===== src/rtl/dmem_arbiter.sv =====
// Two-requester round-robin arbiter in front of a single-port synchronous RAM.
// Supports burst lock, routes read returns to their issuer and counts contention cycles.
module dmem_arbiter #(
  parameter int ADDR_W = 32,
  parameter int DATA_W = 32,
  parameter int RAM_AW = 6
) (
  input  logic              clk,
  input  logic              rst,
  input  logic              m0_req,
  input  logic              m0_we,
  input  logic              m0_lock,
  input  logic [ADDR_W-1:0] m0_addr,
  input  logic [DATA_W-1:0] m0_wdata,
  output logic              m0_gnt,
  output logic [DATA_W-1:0] m0_rdata,
  output logic              m0_rvalid,
  input  logic              m1_req,
  input  logic              m1_we,
  input  logic              m1_lock,
  input  logic [ADDR_W-1:0] m1_addr,
  input  logic [DATA_W-1:0] m1_wdata,
  output logic              m1_gnt,
  output logic [DATA_W-1:0] m1_rdata,
  output logic              m1_rvalid,
  output logic [RAM_AW-1:0] mem_addr,
  output logic [DATA_W-1:0] mem_wdata,
  output logic              mem_wren,
  input  logic [DATA_W-1:0] mem_q,
  output logic [15:0]       conflict_cnt
);

  typedef enum logic {REQ0 = 1'b0, REQ1 = 1'b1} req_id_t;

  req_id_t     r_last_gnt;
  req_id_t     r_rd_owner;
  logic        r_gnt_prev;
  logic        r_rd_pend;
  logic [15:0] r_conflict_cnt;

  logic    w_lock_hold;
  logic    w_gnt0;
  logic    w_gnt1;
  logic    w_any_gnt;
  logic    w_we;
  logic    w_rd_gnt;
  req_id_t w_winner;
  logic    w_unused;

  // Only the low RAM_AW address bits reach the RAM; the rest wrap.
  assign w_unused = ^{m0_addr[ADDR_W-1:RAM_AW], m1_addr[ADDR_W-1:RAM_AW]};

  // NOTE: every signal gets a default at the top of always_comb so no path infers a latch.
  always_comb begin
    w_gnt0      = 1'b0;
    w_gnt1      = 1'b0;
    w_lock_hold = r_gnt_prev &&
                  ((r_last_gnt == REQ0) ? (m0_req && m0_lock) : (m1_req && m1_lock));
    if (!rst) begin
      if (w_lock_hold) begin
        w_gnt0 = (r_last_gnt == REQ0);
        w_gnt1 = (r_last_gnt == REQ1);
      end else if (m0_req && m1_req) begin
        w_gnt0 = (r_last_gnt == REQ1);
        w_gnt1 = (r_last_gnt == REQ0);
      end else begin
        w_gnt0 = m0_req;
        w_gnt1 = m1_req;
      end
    end
  end

  assign w_any_gnt = w_gnt0 | w_gnt1;
  assign w_winner  = w_gnt1 ? REQ1 : REQ0;
  assign w_we      = w_gnt1 ? m1_we : m0_we;
  assign w_rd_gnt  = w_any_gnt & ~w_we;

  // With no grant the mux rests on requester 0; mem_wren keeps the RAM idle.
  assign mem_addr  = w_gnt1 ? m1_addr[RAM_AW-1:0] : m0_addr[RAM_AW-1:0];
  assign mem_wdata = w_gnt1 ? m1_wdata : m0_wdata;
  assign mem_wren  = w_any_gnt & w_we;

  assign m0_gnt       = w_gnt0;
  assign m1_gnt       = w_gnt1;
  assign m0_rdata     = mem_q;
  assign m1_rdata     = mem_q;
  assign m0_rvalid    = r_rd_pend && (r_rd_owner == REQ0);
  assign m1_rvalid    = r_rd_pend && (r_rd_owner == REQ1);
  assign conflict_cnt = r_conflict_cnt;

  // NOTE: sequential state uses non-blocking assignments so all registers update from pre-edge values.
  always_ff @(posedge clk or posedge rst) begin
    if (rst) begin
      r_last_gnt     <= REQ1;
      r_rd_owner     <= REQ0;
      r_gnt_prev     <= 1'b0;
      r_rd_pend      <= 1'b0;
      r_conflict_cnt <= 16'd0;
    end else begin
      r_gnt_prev <= w_any_gnt;
      r_rd_pend  <= w_rd_gnt;
      if (w_any_gnt) r_last_gnt <= w_winner;
      if (w_rd_gnt)  r_rd_owner <= w_winner;
      if (m0_req && m1_req && (r_conflict_cnt != 16'hFFFF))
        r_conflict_cnt <= r_conflict_cnt + 16'd1;
    end
  end

endmodule


===== config.mk =====
export PLATFORM = sky130hd
export DESIGN_NAME = dmem_arbiter
export DESIGN_NICKNAME = d
export VERILOG_FILES = /design/src/rtl/dmem_arbiter.sv
export SDC_FILE = /design/constraint.sdc
export NUM_CORES = 1
export LEC_CHECK = 0
export BUFFER_PORTS_ARGS = -buffer_cell sky130_fd_sc_hd__buf_2
export CAP_MARGIN = 20
export CORE_AREA = 8 8 107 109
export DETAILED_ROUTE_END_ITERATION = 10
export DIE_AREA = 0 0 115 117
export GPL_TIMING_DRIVEN = 1
export PLACE_DENSITY = 0.55
export REMOVE_ABC_BUFFERS = 1
export SLEW_MARGIN = 40
export SYNTH_ARGS = -nofsm -noshare
export SYNTH_HDL_FRONTEND = slang
export SYNTH_SLANG_ARGS = --single-unit

===== constraint.sdc =====
create_clock -name clk -period 2.1 [get_ports clk]
set_input_delay 0.21 -clock clk [delete_from_list [all_inputs] [get_ports clk]]
set_output_delay 0.21 -clock clk [all_outputs]
set_load 0.01 [all_outputs]

==> results.py, run 1 <==
metrics = {
    "sta": {
        "period_share_pct": 104.4,
        "tns_ns": -1.876,
        "finalMaxSlewViolations": 0,
        "setup_viol": 38,
        "timing.fmax_ghz": 0.4560,
        "clock_skew_ns": 0.01209,
        "worst_pin_slew_ns": 0.3976,
        "slew_headroom_pct": 73.30,
        "holdWs_ns": 0.009110,
        "rsz0062_at_grt": "true",
        "worst_slack_ns": -0.09322,
        "fin_crit_ns": 2.193,
        "hold_viol": 0,
    },
    "floorplanning": {
        "ioPinCount": 291,
        "start_util_pct": 20.14,
        "rows": 37,
        "core_um2": 9907,
        "die_h_um": 117,
        "dieArea_um2": 13460,
        "die-width_um": 115,
    },
    "worst_setup_path": {
        "cp_top_family": "flip-flops",
        "rr_worst_depth": 5,
        "path_class": "flop to primary output",
        "crit_slowest_cell": "dfstp_2",
        "end_kind": "primary output",
        "start_kind": "flop",
        "worst-path-buf-inv": 2,
        "cpPeakStageDelay_ns": 0.57,
        "crit_arrival_ns": 1.98,
        "crit_path_cell_trace": "and3b_1 -> a21oi_2 -> o21ai_4 -> buf_12 -> mux2_1 -> buf_2",
        "r2r_slack_ns": 0.38,
        "rr_endpoint": "conflict_cnt[1]",
        "required_ns": 1.89,
        "rr_startpoint": "conflict_cnt[0]",
        "crit_fanout": 20,
    },
    "placed_design": {
        "io_buffers": 142,
        "place_area_um2": 2422,
        "dp_hpwl_mm": 11.33,
        "dp_cells": 424,
        "pre_cts_slack_ns": 0.1291,
        "gp_congestion": 0.7663,
    },
    "clock_tree": {
        "cts_tree": "done",
        "cts_sinks": 20,
        "ctsHtreeMaxLevel": 1,
        "cts_hold_buf": 0,
        "cts_made_buffers": 3,
        "path_clk_slew_ns": 0.08,
        "cts.path.max_buffers": 2,
        "clkLatencyLatePin_ns": 0.26,
        "cts_root_buffer": "clkbuf_8",
    },
    "detailed_routing": {
        "drt-initial-drc-count": 33,
        "drt-total-wl_mm": 12.41,
        "vias": 1889,
        "drc": 0,
        "drt-wirelength-per-cell_um": 28.72,
        "ant_nets": 0,
        "first_pass_iters": 4,
        "via_per_inst": 4.373,
    },
    "logic_synthesis": {
        "synthTopCellsByArea": "buf_4, dfrtp_1, mux2_2, mux2_1, xor2_1",
        "synth_top_family_by_area": "buffers and inverters",
        "synth_cell_types": 39,
        "synth_top_area_cell": "buf_4",
        "synth-simple-area-share_pct": 15.49,
        "synth_top_flop_cell": "dfrtp_1",
        "synth_compound_area_share_pct": 3.135,
        "async_flop_share_pct": 100.0,
        "synth_top_area_share_pct": 24.08,
        "ys_seq_elements": 20,
        "synthMuxAreaShare_pct": 25.52,
        "synth_xor_area_share_pct": 3.511,
        "seq_area_frac_synth_pct": 25.14,
        "synthAdderAreaFrac_pct": 0.6270,
        "synthCells": 211,
        "synth_edf_count": 0,
        "synth_area_um2": 1996,
        "syn_avg_cell_area_um2": 9.458,
        "yosys_warnings": 0,
    },
    "grt": {
        "grt_first_pass_wirelength_mm": 15.87,
        "antenna_found_initial": 1,
        "overflow": 0,
        "grt_pass1_vias": 2106,
        "track_usage_pct": 17.49,
        "grt_max_degree": 41,
    },
    "cells_and_area": {
        "layout.cells.non_filler": 432,
        "final_area_um2": 2678,
        "final_nets": 465,
        "area.growth.synth_to_final_pct": 34.17,
        "final_core_util_pct": 27.03,
        "fill_cells": 1110,
        "drive_gt1_share_pct": 66.78,
        "layout_commonest_cell": "buf_2",
        "final_cell_mix": "buf_2, mux2_2, buf_6",
    },
    "pwr": {
        "p_switching_uw": 565.1,
        "power_leakage_nw": 1.397,
        "intPower_mw": 1.072,
        "sequentialPowerShare_pct": 33.9,
        "p_per_area_nw_per_um2": 611.3,
        "p_comb_share_pct": 42.4,
        "p_sw_share_pct": 34.53,
        "p_clk_share_pct": 23.7,
        "peakVddDrop_v": 0.0002602,
        "totalPowerFinal_mw": 1.637,
    },
    "run_status": {
        "failed_checks": "setup timing",
        "status": "finished, violations left",
    },
    "job": {
        "max_cap_violations": 0,
    },
    "worst_hold_path": {
        "hold_class": "input pin to async pin",
    },
}
[synthesized netlist by cell type (all sizes together), types with 3 or more instances]
master,count
mux2,44
buf,68
nor2,7
inv,8
nand3,7
nor3,3
nand4,7
a21oi,3
xor2,6
dfrtp,19
nand2,12
o21ai,3
[registers in the layout, indices dropped and copies added (netlist names)]
name          count
conflict_cnt     16
r_last_gnt        1
r_gnt_prev        1
r_rd_owner        1
r_rd_pend         1
[worst max-delay path by stage]
| stage | startpoint | end | slack (ns) | cells after the start |
|---|---|---|---|---|
| after floorplan | r_last_gnt | mem_wren | -1.23 | 4 |
| after global placement | r_last_gnt | mem_wdata[3] | 0.14 | 6 |
| after detailed placement | r_last_gnt | mem_wdata[24] | 0.13 | 6 |
| after CTS | r_last_gnt | mem_wdata[24] | -0.09 | 6 |
| after global routing | r_last_gnt | mem_wdata[24] | -0.16 | 6 |
| final | r_last_gnt | mem_wdata[24] | -0.09 | 6 |
[power groups by stage]
stage	logic [mW]	clock network (mW)	registers, mW
6_report	0.694	0.388	0.556
5_1_grt	0.758	0.411	0.570
4_1_cts	0.676	0.402	0.553
3_5_place_dp	0.628	0	0.559
3_3_place_gp	0.622	0	0.558
2_1_floorplan	0.280	0	0.568
[cell type report]
class	count	area, um2	area share, %
clock buffers	3	41.29	1.542
diodes	1	2.502	0.09346
multi-input cells	115	978.4	36.54
inverters	8	30.03	1.121
repair buffers	148	923.4	34.49
flip-flops and latches	20	501.7	18.74
well taps	136	170.2	6.355
clock inverters	1	30.03	1.121
[per-layer routing]
metal,GRT usage [%],share of wire (%)
met1,20.54,41
met2,22.37,35
met3,17.70,23
met4,1.313,0.66
met5,0,0.073
[tightest hold or removal path, stage by stage]
cell and delay (ns):
buf_2 0.11, inv_1 0.06, buf_4 0.29
[logic make-up after synthesis]
kind of cell               Yosys count
muxes                               45
DFF                                 20
buffers and inverters               76
and+or+nand+nor                     51
AOI/OAI and AO/OA                   10
adders and majority gates            1
xor gates and xnor gates             8
[repair_timing]
item                                    CTS  global route
gates resized for setup                  27            15
buffers inserted                          2             0
endpoints found under the hold margin     0             0
pin swaps                                 0             0
gates cloned                              0             1
endpoints found under the setup margin   39            39
Note: power is estimated with default switching activity, not from simulation.
==> run 2, diff against run 1 <==
- CORE_AREA: 8 8 107 109 -> 3 3 111 113
- DIE_AREA: 0 0 115 117 -> 0 0 114 116
- PLACE_DENSITY: 0.55 -> 0.48
- RECOVER_POWER: unset -> 25
- SKIP_CTS_REPAIR_TIMING: unset -> 1
==> run 2 against run 1 <==
Effect of this change:
- the flow still finishes with violations (setup timing)
- core utilization decreased by 4.3 points
- register-to-register slack got worse by 0.04 ns
- setup slack improved by 0.036 ns
- non-clock buffer count unchanged
- sequential share of layout area increased by 0.61 points
- clock power increased by 38%
- maximum frequency increased by 1.7%
- sequential cell count unchanged
- total power increased by 6.1%
- cell count increased by 1.4%
- sequential power about the same
- die area decreased by 1.7%
- critical endpoint is now mem_wdata[2]
- largest power group unchanged
==> results.py, run 2 (same netlist as run 1, synthesis figures left out) <==
metrics = {
    "placed_design": {
        "gp_congestion": 0.8531,
        "place_area_um2": 2431,
        "dp_hpwl_mm": 10.88,
        "io_buffers": 142,
        "dp_cells": 431,
    },
    "sta": {
        "setup_viol": 36,
        "slew_headroom_pct": 21.27,
        "fin_crit_ns": 2.157,
        "finalMaxSlewViolations": 0,
        "period_share_pct": 102.7,
        "rsz0062_at_grt": "true",
        "hold_viol": 0,
        "worst_pin_slew_ns": 1.181,
        "clock_skew_ns": 0.007045,
        "timing.fmax_ghz": 0.4636,
        "holdWs_ns": 0.2174,
        "worst_slack_ns": -0.05708,
    },
    "clock_tree": {
        "cts_root_buffer": "clkbuf_16",
        "cts_tree": "done",
        "path_clk_slew_ns": 0.06,
        "cts.path.max_buffers": 2,
        "ctsHtreeMaxLevel": 1,
        "clkLatencyLatePin_ns": 0.26,
        "cts_sinks": 20,
        "cts_made_buffers": 3,
    },
    "grt": {
        "grt_first_pass_wirelength_mm": 15.30,
        "track_usage_pct": 17.02,
        "overflow": 0,
        "grt_pass1_vias": 1875,
        "antenna_found_initial": 0,
        "grt_max_degree": 41,
    },
    "worst_setup_path": {
        "crit_fanout": 20,
        "path_class": "flop to primary output",
        "start_kind": "flop",
        "crit_path_cell_trace": "and3b_1 -> a21oi_2 -> o21ai_4 -> buf_12 -> mux2_1 -> buf_2",
        "crit_arrival_ns": 1.95,
        "end_kind": "primary output",
        "crit_slowest_cell": "dfstp_2",
        "cpPeakStageDelay_ns": 0.55,
        "required_ns": 1.89,
        "rr_worst_depth": 5,
    },
    "detailed_routing": {
        "drt-wirelength-per-cell_um": 27.54,
        "drc": 0,
        "ant_nets": 0,
        "drt-total-wl_mm": 12.06,
        "vias": 1863,
        "via_per_inst": 4.253,
        "drt-initial-drc-count": 41,
        "first_pass_iters": 4,
    },
    "run_status": {
        "status": "finished, violations left",
        "failed_checks": "setup timing",
    },
    "floorplanning": {
        "die_h_um": 116,
        "core_um2": 11420,
        "rows": 39,
        "start_util_pct": 17.48,
        "die-width_um": 114,
        "dieArea_um2": 13220,
        "ioPinCount": 291,
    },
    "cells_and_area": {
        "largest_reg_flops": 16,
        "layout_commonest_cell": "buf_2",
        "final_cell_mix": "buf_2, mux2_2, dfrtp_1",
        "area.growth.synth_to_final_pct": 29.91,
        "final_area_um2": 2592,
        "num_antenna_cells": 0,
        "final_core_util_pct": 22.70,
        "final_nets": 465,
        "layout.cells.non_filler": 438,
        "drive_gt1_share_pct": 66.44,
    },
    "worst_hold_path": {
        "hold_class": "input pin to flop",
        "whs_path_depth": 3,
    },
    "pwr": {
        "p_per_area_nw_per_um2": 669.9,
        "power_leakage_nw": 1.374,
        "peakVddDrop_v": 0.0003525,
    },
    "job": {
        "max_cap_violations": 0,
    },
}
-- run 2: cell types whose count changed in the layout (fill, tap and decap cells not counted), sizes merged --
| cell | delta |
|---|---|
| buf | -1 |
| clkbuf | +1 |
| diode | -1 |
-- run 2: worst paths after layout --
| kind | slack, ns | startpoint | endpoint |
|---|---|---|---|
| min in group asynchronous | 0.36 | rst | conflict_cnt[14] |
| worst min-delay path | 0.22 | m1_lock | r_last_gnt |
| worst max register to register | 0.34 | conflict_cnt[0] | conflict_cnt[1] |
| worst max-delay path | -0.06 | r_last_gnt | mem_wdata[2] |
| max in group asynchronous | 1.03 | rst | conflict_cnt[1] |
| worst min register to register | 0.51 | r_last_gnt | r_last_gnt |
-- run 2: area by class of cell --
type	count	area, um2
clock buffer	3	75.07
clock inverter	1	30.03
fill	1256	8826
inverter	8	30.03
multi-input combinational	115	982.2
sequential	20	501.7
tap	143	178.9
timing repair buffer	148	794.5
-- run 2: metrics by stage --
| step | worst slack [ns] | power, mW | setup TNS [ns] |
|---|---|---|---|
| final | -0.05708 | 1.737 | -0.8603 |
| after global routing | -0.1349 | 1.840 | -3.925 |
| after floorplan | -1.228 | 0.8484 | -40.35 |
| after global placement | 0.1149 | 1.178 | 0 |
| after detailed placement | 0.1055 | 1.183 | 0 |
| after CTS | -0.1821 | 1.730 | -4.989 |
-- run 2: per-layer routing --
layer / vias to the layer above / GRT usage, % / share of wire [%]
met4: 2 / 1.504 / 0.76
met1: 817 / 19.47 / 38
met5: - / 4.815 / 0.75
met3: 6 / 18.33 / 24
met2: 212 / 21.94 / 36
li1: 826 / - / -
-- run 2: worst max-delay path, delay by kind of cell (launching register included) --
kind / cells / cell delay [ns]
mux: 1 / 0.32
simple gates: 1 / 0.19
buf+inv: 2 / 0.35
compound gates: 2 / 0.28
flops: 1 / 0.55
-- run 2: report_power, final --
| part | internal (mW) | leakage [nW] | switching [mW] | total [mW] |
|---|---|---|---|---|
| clock | 0.378 | 0.0511 | 0.156 | 0.535 |
| sequential | 0.459 | 0.259 | 0.100 | 0.559 |
| combinational | 0.317 | 1.06 | 0.326 | 0.643 |
